### src/rtl/ifd_pkg.sv
// Shared types and constants for the 4-bit computer's instruction fetch/decode stage.
// Optional HLT support is controlled by IFD_HALT_EN (see instr_fetch_decode).
package ifd_pkg;

    localparam int IFD_DEPTH = 16;
    localparam int IFD_IW    = 8;
    localparam int IFD_AW    = 4;

    typedef enum logic [3:0] {
        OP_NOP = 4'h0,
        OP_LDA = 4'h1,
        OP_ADD = 4'h2,
        OP_SUB = 4'h3,
        OP_OUT = 4'h4,
        OP_JMP = 4'h5,
        OP_HLT = 4'hF
    } opcode_t;

    typedef enum logic [2:0] {
        IDLE   = 3'd0,
        FETCH  = 3'd1,
        DECODE = 3'd2,
        EXEC   = 3'd3,
        HALTED = 3'd4
    } state_t;

    localparam logic [1:0] ACC_LOAD = 2'b00;
    localparam logic [1:0] ACC_ADD  = 2'b01;
    localparam logic [1:0] ACC_SUB  = 2'b10;

    function automatic logic [3:0] opcode_of(input logic [IFD_IW-1:0] instr);
        return instr[IFD_IW-1:IFD_IW-4];
    endfunction

    function automatic logic [3:0] operand_of(input logic [IFD_IW-1:0] instr);
        return instr[3:0];
    endfunction

endpackage

### src/rtl/ifd_prog_mem.sv
// 16x8 program RAM: synchronous write, registered read port with read-before-write.
// The read register doubles as the instruction register, so it alone is reset.
module ifd_prog_mem
    import ifd_pkg::*;
#(
    parameter int DEPTH = IFD_DEPTH,
    parameter int IW    = IFD_IW,
    parameter int AW    = IFD_AW
) (
    input  logic          clk,
    input  logic          rst,
    input  logic          we,
    input  logic [AW-1:0] waddr,
    input  logic [IW-1:0] wdata,
    input  logic          re,
    input  logic [AW-1:0] raddr,
    output logic [IW-1:0] rdata
);

    // Contents survive rst; power-up value is all NOPs.
    logic [IW-1:0] mem [DEPTH] = '{default: '0};

    always_ff @(posedge clk) begin
        if (we) begin
            mem[waddr] <= wdata;
        end
    end

    // Non-blocking read of mem returns the pre-write word on a same-address collision.
    always_ff @(posedge clk or posedge rst) begin
        if (rst) begin
            rdata <= '0;
        end else if (re) begin
            rdata <= mem[raddr];
        end
    end

endmodule

### src/rtl/instr_fetch_decode.sv
// Fetch/decode stage: one instruction per cp rising edge, decoded into single-clk control pulses.
// Define IFD_HALT_EN to make opcode F a HLT that parks the FSM until rst.
module instr_fetch_decode
    import ifd_pkg::*;
#(
    parameter int DEPTH = IFD_DEPTH,
    parameter int IW    = IFD_IW
) (
    input  logic          clk,
    input  logic          rst,
    input  logic          cp,
    input  logic [3:0]    pc_addr,
    input  logic          prog_we,
    input  logic [3:0]    prog_addr,
    input  logic [IW-1:0] prog_data,
    output logic          progC,
    output logic [3:0]    progP,
    output logic          acc_we,
    output logic [1:0]    acc_op,
    output logic [3:0]    operand,
    output logic          out_we,
    output logic [IW-1:0] ir,
    output logic          halted,
    output state_t        fsm_state
);

    state_t     state;
    state_t     next_state;
    logic       cp_q;
    logic       cp_rise;
    logic [3:0] op_q;
    logic       fetch_en;

    assign cp_rise   = cp & ~cp_q;
    assign fetch_en  = (state == FETCH);
    assign fsm_state = state;

    ifd_prog_mem #(
        .DEPTH (DEPTH),
        .IW    (IW),
        .AW    (4)
    ) u_mem (
        .clk   (clk),
        .rst   (rst),
        .we    (prog_we),
        .waddr (prog_addr),
        .wdata (prog_data),
        .re    (fetch_en),
        .raddr (pc_addr),
        .rdata (ir)
    );

    always_ff @(posedge clk or posedge rst) begin
        if (rst) begin
            cp_q <= 1'b0;
        end else begin
            cp_q <= cp;
        end
    end

    always_ff @(posedge clk or posedge rst) begin
        if (rst) begin
            state <= IDLE;
        end else begin
            state <= next_state;
        end
    end

    always_comb begin
        next_state = state;
        case (state)
            IDLE:   if (cp_rise) next_state = FETCH;
            FETCH:  next_state = DECODE;
            DECODE: next_state = EXEC;
`ifdef IFD_HALT_EN
            EXEC:   next_state = (op_q == OP_HLT) ? HALTED : IDLE;
            HALTED: next_state = HALTED;
`else
            EXEC:   next_state = IDLE;
`endif
            default: next_state = IDLE;
        endcase
    end

    // Decoded controls are captured in DECODE and hold until the next DECODE,
    // so operand/acc_op/progP are stable across the EXEC pulse.
    always_ff @(posedge clk or posedge rst) begin
        if (rst) begin
            op_q    <= 4'h0;
            operand <= 4'h0;
            acc_op  <= ACC_LOAD;
            progP   <= 4'h0;
        end else if (state == DECODE) begin
            op_q    <= opcode_of(ir);
            operand <= operand_of(ir);
            case (opcode_of(ir))
                OP_ADD:  acc_op <= ACC_ADD;
                OP_SUB:  acc_op <= ACC_SUB;
                default: acc_op <= ACC_LOAD;
            endcase
            if (opcode_of(ir) == OP_JMP) begin
                progP <= operand_of(ir);
            end
        end
    end

    // progC is the valid strobe for progP: the PC may sample progP only in the clk
    // where progC=1; there is no ready back-pressure, the PC gates it with its flag.
    always_comb begin
        acc_we = 1'b0;
        out_we = 1'b0;
        progC  = 1'b0;
        if (state == EXEC) begin
            case (op_q)
                OP_LDA, OP_ADD, OP_SUB: acc_we = 1'b1;
                OP_OUT:                 out_we = 1'b1;
                OP_JMP:                 progC  = 1'b1;
                default: ;
            endcase
        end
`ifdef IFD_HALT_EN
        halted = (state == HALTED);
`else
        halted = 1'b0;
`endif
    end

endmodule

### config.mk
export PLATFORM = sky130hd
export DESIGN_NAME = instr_fetch_decode
export DESIGN_NICKNAME = d
export VERILOG_FILES = /design/src/rtl/ifd_pkg.sv /design/src/rtl/ifd_prog_mem.sv /design/src/rtl/instr_fetch_decode.sv
export SDC_FILE = /design/constraint.sdc
export NUM_CORES = 1
export LEC_CHECK = 0
export ABC_AREA = 1
export CAP_MARGIN = 5
export CORE_UTILIZATION = 63
export DETAILED_ROUTE_END_ITERATION = 8
export HOLD_SLACK_MARGIN = 0.12
export PLACE_DENSITY = 0.85
export SLEW_MARGIN = 20
export SYNTH_ARGS = -nofsm -noshare
export SYNTH_HDL_FRONTEND = slang
export SYNTH_SLANG_ARGS = --single-unit
export TNS_END_PERCENT = 20
### constraint.sdc
create_clock -name clk -period 2.7 [get_ports clk]
set_input_delay 0.27 -clock clk [delete_from_list [all_inputs] [get_ports clk]]
set_output_delay 0.27 -clock clk [all_outputs]
set_load 0.005 [all_outputs]
==> flow_summary.json, run 1 <==
{
  "status": "finished, final reports clean",
  "cts.reportedPaths.clkPinSlew_ns": 0.06,
  "post_drt_wl_per_cell_um": 18.3,
  "drive_gt1_share_pct": 6.34,
  "yosys.area.top_type": "edfxtp_1",
  "finalCritPeriodShare_pct": 78.9,
  "ys_top_cells_by_count": "nand2_1, edfxtp_1, nand3_1, dfrtp_1, nor2_1",
  "synth_seq_cells": 153,
  "intPower_mw": 4.46,
  "synth_top_area_share_pct": 60.3,
  "ir_drop_mv": 0.476,
  "power_density_nw_per_um2": 816,
  "yosysMostFrequentCell": "nand2_1",
  "yosys_warnings": 0,
  "netlist_instances": 561,
  "final_area_um2": 7300,
  "startpoint": "fsm_state[0]$_DFFE_PP0P_",
  "synth-edff-count": 128,
  "synthFlopType": "edfxtp_1",
  "multi_input_area_um2": 1550,
  "worstMarginPinSlew_ns": 0.913,
  "post-cts-setup-buffer-count": 0,
  "cp-start-kind": "flop",
  "coreArea_um2": 9770,
  "dieArea_um2": 10500,
  "final_hold_viol_count": 0,
  "total_power_mw": 5.96,
  "crit_required_ns": 2.43,
  "p_comb_share_pct": 15.3,
  "cts_tree": "yes",
  "crit_chain": "ha_1 > nand3_1 > nor3_1 > clkdlybuf4s50_1",
  "ant_nets": 0,
  "numCtsBuffers": 17,
  "die_h_um": 103,
  "tns_ns": 0,
  "skew_ns": 0.00479,
  "syn_avg_cell_area_um2": 11.4,
  "drc": 0,
  "critPathBufInv": 1,
  "cp_slowest_stage_delay_ns": 0.52,
  "hold_ws_ns": 0.225,
  "yosysSeqAreaShare_pct": 70.1,
  "maxCapViolCount": 0,
  "p_leak_nw": 2.85,
  "p_sw_share_pct": 25.0,
  "slowest_stage": "clkdlybuf4s50_1",
  "setup_viol": 0,
  "cp.arrival_ns": 1.86,
  "synth_area_leaders": "edfxtp_1, nand2_1, dfrtp_1, nand3_1, buf_6",
  "worst_slack_ns": 0.570,
  "regToRegStartpoint": "fsm_state[0]$_DFFE_PP0P_",
  "crit_path_max_fanout": 4,
  "areaGrowthSynthToFinish_pct": 14.4,
  "grt_pass1_wl_um": 21200,
  "clock-sinks": 153,
  "register_area_um2": 4470,
  "r2r-end": "progP[0]$_DFFE_PP0P_",
  "cts_buffer_depth": 2,
  "r2r_cells": 6,
  "drtIter0Drc": 446,
  "cts_root_buf": "clkbuf_8",
  "worstSetupPathType": "reg2out",
  "path_depth": 4,
  "io_buffers": 42,
  "grt_overflow": 0,
  "crit_path_end_kind": "primary output",
  "pwr-share-clk_pct": 36.1,
  "reg2reg_setup_slack_ns": 0.85,
  "place_congestion": 0.907,
  "dr_total_vias": 4363,
  "pre_cts_slack_ns": 0.690,
  "fill_cells": 627,
  "utilization_pct": 74.7,
  "async_reset_ff_share_pct": 16.3,
  "antenna_found_initial": 0,
  "slew_viol_final": 0,
  "p_sw_mw": 1.49,
  "first_global_vias": 4182,
  "endpoint": "progC",
  "dieWidth_um": 103,
  "via_per_inst": 5.83,
  "place_inst": 716,
  "min_path_type": "in2reg",
  "hold_buffers": 0,
  "post-route-min-period_ns": 2.13,
  "fin_cells": 748,
  "htree_levels": 4,
  "seqPwrFrac_pct": 48.6,
  "placed_area_um2": 6750,
  "antenna_cells": 0,
  "cts.repair.resized": 0,
  "synth.distinct_cells": 21,
  "grt_usage_pct": 28.2,
  "crit_family": "buffers and inverters",
  "fmax_mhz": 469,
  "rsz0062_at_grt": "no",
  "io_pins": 45,
  "grt_max_degree": 65,
  "start_util_pct": 65.3,
  "placementRows": 36,
  "first_pass_iters": 5,
  "slew_headroom_pct": 39.0,
  "dpl.hpwl_um": 8540,
  "routed_wl_um": 13700,
  "layout.nets": 626,
  "netlist_area_um2": 6380,
  "clk_latency_ns": 0.52
}
logic make-up (layout without fill, tap and decap cells):
logic type | after synthesis | in the layout | share of synthesized area, %
DFF | 153 | 153 | 70.1
adders and majority gates | 4 | 4 | 0.785
AOI/OAI and AO/OA | 19 | 19 | 1.57
buffers and inverters | 51 | 104 | 5.75
and+or+nand+nor | 333 | 333 | 21.8
other | 1 | 2 | 0.0588
routing by layer:
metal	wire length, um	track usage, %	vias to the layer above
met4	431	14.1	0
met2	6840	46.4	278
met1	5260	35.2	2049
met3	1140	6.98	49
li1	-	-	1987
met5	0	0	-
worst min-delay path by stage:
stage,from,to,slack [ns],depth (start not counted)
finish,cp,cp_q$_DFF_PP0_,0.23,1
floorplan,rst,acc_op[0]$_DFFE_PP0N_,0.30,1
CTS,cp,cp_q$_DFF_PP0_,0.21,1
detailed placement,progP[2]$_DFFE_PP0P_,progP[2]$_DFFE_PP0P_,0.48,2
global route,cp,cp_q$_DFF_PP0_,0.22,1
global placement,progP[3]$_DFFE_PP0P_,progP[3]$_DFFE_PP0P_,0.47,2
state kept, by name, summed over array words and instances, names as in the netlist:
signal       flops
progP            4
fsm_state        2
u_mem.mem      128
op_q             4
u_mem.rdata      8
acc_op           2
cp_q             1
operand          4
worst register-to-register path: stages (launching register included):
cell      delay [ns]
dfrtp_1         0.41
inv_1           0.11
ha_1            0.52
nand2_1         0.13
nor2_1          0.13
nand3b_1        0.22
o21ai_0         0.24
power by group through the flow:
stage | clock (mW) | combinational [mW] | sequential [mW]
3_5_place_dp | 0 | 0.911 | 2.94
3_3_place_gp | 0 | 0.868 | 2.93
5_1_grt | 2.26 | 1.02 | 2.92
6_report | 2.15 | 0.913 | 2.89
4_1_cts | 2.16 | 0.917 | 2.89
2_1_floorplan | 0 | 0.494 | 2.93
placed cells by master (no fill, tap or decap), drive strengths merged, types with 3 or more instances in the layout:
cell,count
nor2,23
edfxtp,128
buf,9
ha,4
dfrtp,25
clkbuf,26
nand2,206
nand3b,3
clkinv,4
nand3,98
a21oi,4
inv,24
clkdlybuf4s50,41
o21ai,12
layout make-up:
cell class	instances	share of cell area, %
Sequential cell	153	61.2
Multi-Input combinational cell	358	21.2
Clock buffer	26	6.98
Timing Repair Buffer	50	6.69
Tap cell	133	2.28
Inverter	22	1.13
Clock inverter	6	0.497
(Power assumes the default switching activity.)
==> inputs of run 2 (changes only) <==
--- a/config.mk
+++ b/config.mk
@@ -7,10 +7,10 @@
 export LEC_CHECK = 0
 export ABC_AREA = 1
 export CAP_MARGIN = 5
-export CORE_UTILIZATION = 63
+export CORE_UTILIZATION = 53
 export DETAILED_ROUTE_END_ITERATION = 8
 export HOLD_SLACK_MARGIN = 0.12
-export PLACE_DENSITY = 0.85
+export PLACE_DENSITY = 0.76
 export SLEW_MARGIN = 20
 export SYNTH_ARGS = -nofsm -noshare
 export SYNTH_HDL_FRONTEND = slang
==> constraint.sdc (replaced) <==
create_clock -name clk -period 1.75 [get_ports clk]
set_input_delay 0.175 -clock clk [delete_from_list [all_inputs] [get_ports clk]]
set_output_delay 0.175 -clock clk [all_outputs]
set_load 0.005 [all_outputs]
==> run 2 against run 1 <==
  * The run now ends with design-rule violations left
  * Hold slack gained 0.0021 ns
  * Total power grew 64%
  * Sequential share of layout area shrank 2.5 points
  * Sequential cell count is the same
  * Combinational power grew 71%
  * Global-route usage shrank 5.4 points
  * Die area grew 18%
  * Setup slack lost 0.45 ns
  * Register-to-register slack lost 0.71 ns
  * Cell count grew 4.8%
  * Critical path type unchanged
  * Largest power group unchanged
==> flow_summary.json, run 2 (synthesized netlist as in run 1, its figures left out) <==
{
  "status": "finished with violations",
  "failed_checks": "design-rule violations",
  "areaGrowthSynthToFinish_pct": 19.3,
  "maxCapViolCount": 0,
  "multi_input_area_um2": 1550,
  "cp-start-kind": "flop",
  "dr_total_vias": 4282,
  "antenna_found_initial": 0,
  "layout_common_cells": "nand2_1, edfxtp_1, nand3_1",
  "met3_usage_pct": 6.10,
  "grt_usage_pct": 22.9,
  "crit_required_ns": 1.57,
  "drc": 8,
  "rsz0062_at_grt": "no",
  "worstSetupPathType": "reg2out",
  "final_common_cell": "nand2_1",
  "startpoint": "fsm_state[1]$_DFFE_PP0P_",
  "first_pass_iters": 7,
  "die_h_um": 112,
  "grt_pass1_wl_um": 21100,
  "grt_max_degree": 65,
  "setup_viol": 0,
  "clock-sinks": 153,
  "final_hold_viol_count": 0,
  "min_path_type": "in2reg",
  "p_leak_nw": 3.03,
  "largestRegisters": "u_mem.mem: 128 flops, u_mem.rdata: 8 flops",
  "cts_root_buf": "clkbuf_16",
  "drive_gt1_share_pct": 10.1,
  "fmax_mhz": 612,
  "critPathBufInv": 1,
  "ir_drop_mv": 0.941,
  "tns_ns": 0,
  "top_register": "u_mem.mem",
  "layout.nets": 652,
  "path_depth": 4,
  "dieArea_um2": 12500,
  "post_drt_wl_per_cell_um": 17.1,
  "r2r_cells": 8,
  "cp.arrival_ns": 1.46,
  "first_global_vias": 4134,
  "final_area_um2": 7610,
  "placed_area_um2": 6980,
  "skew_ns": 0.0108,
  "cts.reportedPaths.clkPinSlew_ns": 0.06,
  "grtUsageMet2_pct": 37.6,
  "regToRegStartpoint": "fsm_state[0]$_DFFE_PP0P_",
  "r2r-end": "progP[3]$_DFFE_PP0P_",
  "grt_overflow": 0,
  "reg2reg_setup_slack_ns": 0.14,
  "io_buffers": 42,
  "crit_path_end_kind": "primary output",
  "coreArea_um2": 11600,
  "finalCritPeriodShare_pct": 93.3,
  "grtUsageMet1_pct": 28.4,
  "routed_wl_um": 13400,
  "cts_tree": "yes",
  "post-route-min-period_ns": 1.63,
  "io_pins": 45,
  "dpl.hpwl_um": 8440,
  "antenna_cells": 0,
  "numCtsBuffers": 17,
  "dieWidth_um": 112,
  "htree_levels": 4,
  "via_per_inst": 5.46,
  "fill_cells": 867,
  "crit_path_max_fanout": 2,
  "endpoint": "out_we",
  "slowest_stage": "dfrtp_1",
  "ant_nets": 0,
  "crit_family": "flip-flops",
  "cts_buffer_depth": 2,
  "power_density_nw_per_um2": 1280,
  "drtIter0Drc": 342,
  "register_area_um2": 4470,
  "cp_slowest_stage_delay_ns": 0.36,
  "largest_register_ffs": 128,
  "placementRows": 39,
  "clk_latency_ns": 0.42,
  "slew_headroom_pct": 52.6,
  "start_util_pct": 55.2,
  "slew_viol_final": 0,
  "place_congestion": 0.845,
  "crit_chain": "ha_2 > nand3_1 > nor3_1 > dlygate4sd2_1",
  "worstMarginPinSlew_ns": 0.708,
  "grt_busiest_layer": "met2"
}
run 2: routing by layer:
layer	wire, um	up-vias
li1	-	2041
met1	5270	2013
met2	6630	200
met3	1140	28
met4	354	0
met5	0	-
run 2: area by class of cell:
type                    instances  area share, %
clock inverters                14           2.35
multi-input cells             358           20.4
repair buffers                 76           9.45
well taps                     143           2.35
clock buffers                  18           5.64
inverters                      22           1.08
flip-flops and latches        153           58.7
run 2: worst min path at each step:
stage / startpoint / endpoint / slack (ns) / cells past startpoint
4_1_cts: cp / cp_q$_DFF_PP0_ / 0.21 / 1
3_3_place_gp: progP[0]$_DFFE_PP0P_ / progP[0]$_DFFE_PP0P_ / 0.47 / 2
6_report: cp / cp_q$_DFF_PP0_ / 0.23 / 1
2_1_floorplan: rst / acc_op[0]$_DFFE_PP0N_ / 0.20 / 1
3_5_place_dp: progP[0]$_DFFE_PP0P_ / progP[0]$_DFFE_PP0P_ / 0.48 / 2
5_1_grt: cp / cp_q$_DFF_PP0_ / 0.21 / 1
run 2: where the power goes:
| group | internal [mW] | total [mW] | switching (mW) |
|---|---|---|---|
| Sequential | 4.26 | 4.47 | 0.215 |
| Clock | 2.37 | 3.74 | 1.37 |
| Combinational | 0.740 | 1.56 | 0.824 |
run 2: metrics by stage:
stage / power, mW / util (%) / worst slack (ns) / hold slack [ns] / cells
6_report: 9.78 / 65.8 / 0.117 / 0.227 / 784
5_1_grt: 10.2 / 65.8 / 0.00650 / 0.213 / 784
2_1_floorplan: 5.27 / - / 0.379 / 0.202 / 562
3_3_place_gp: 5.97 / 60.3 / 0.105 / 0.466 / 749
4_1_cts: 9.81 / 65.8 / 0.127 / 0.214 / 784
3_5_place_dp: 6.05 / 60.3 / 0.0804 / 0.484 / 749
run 2: repair_timing:
action	CTS	global route
gates resized for setup	4	1
pin swaps	1	0
setup buffers	2	0
endpoints found under the hold margin	25	0
hold buffers	1	0
setup endpoints to repair	3	1
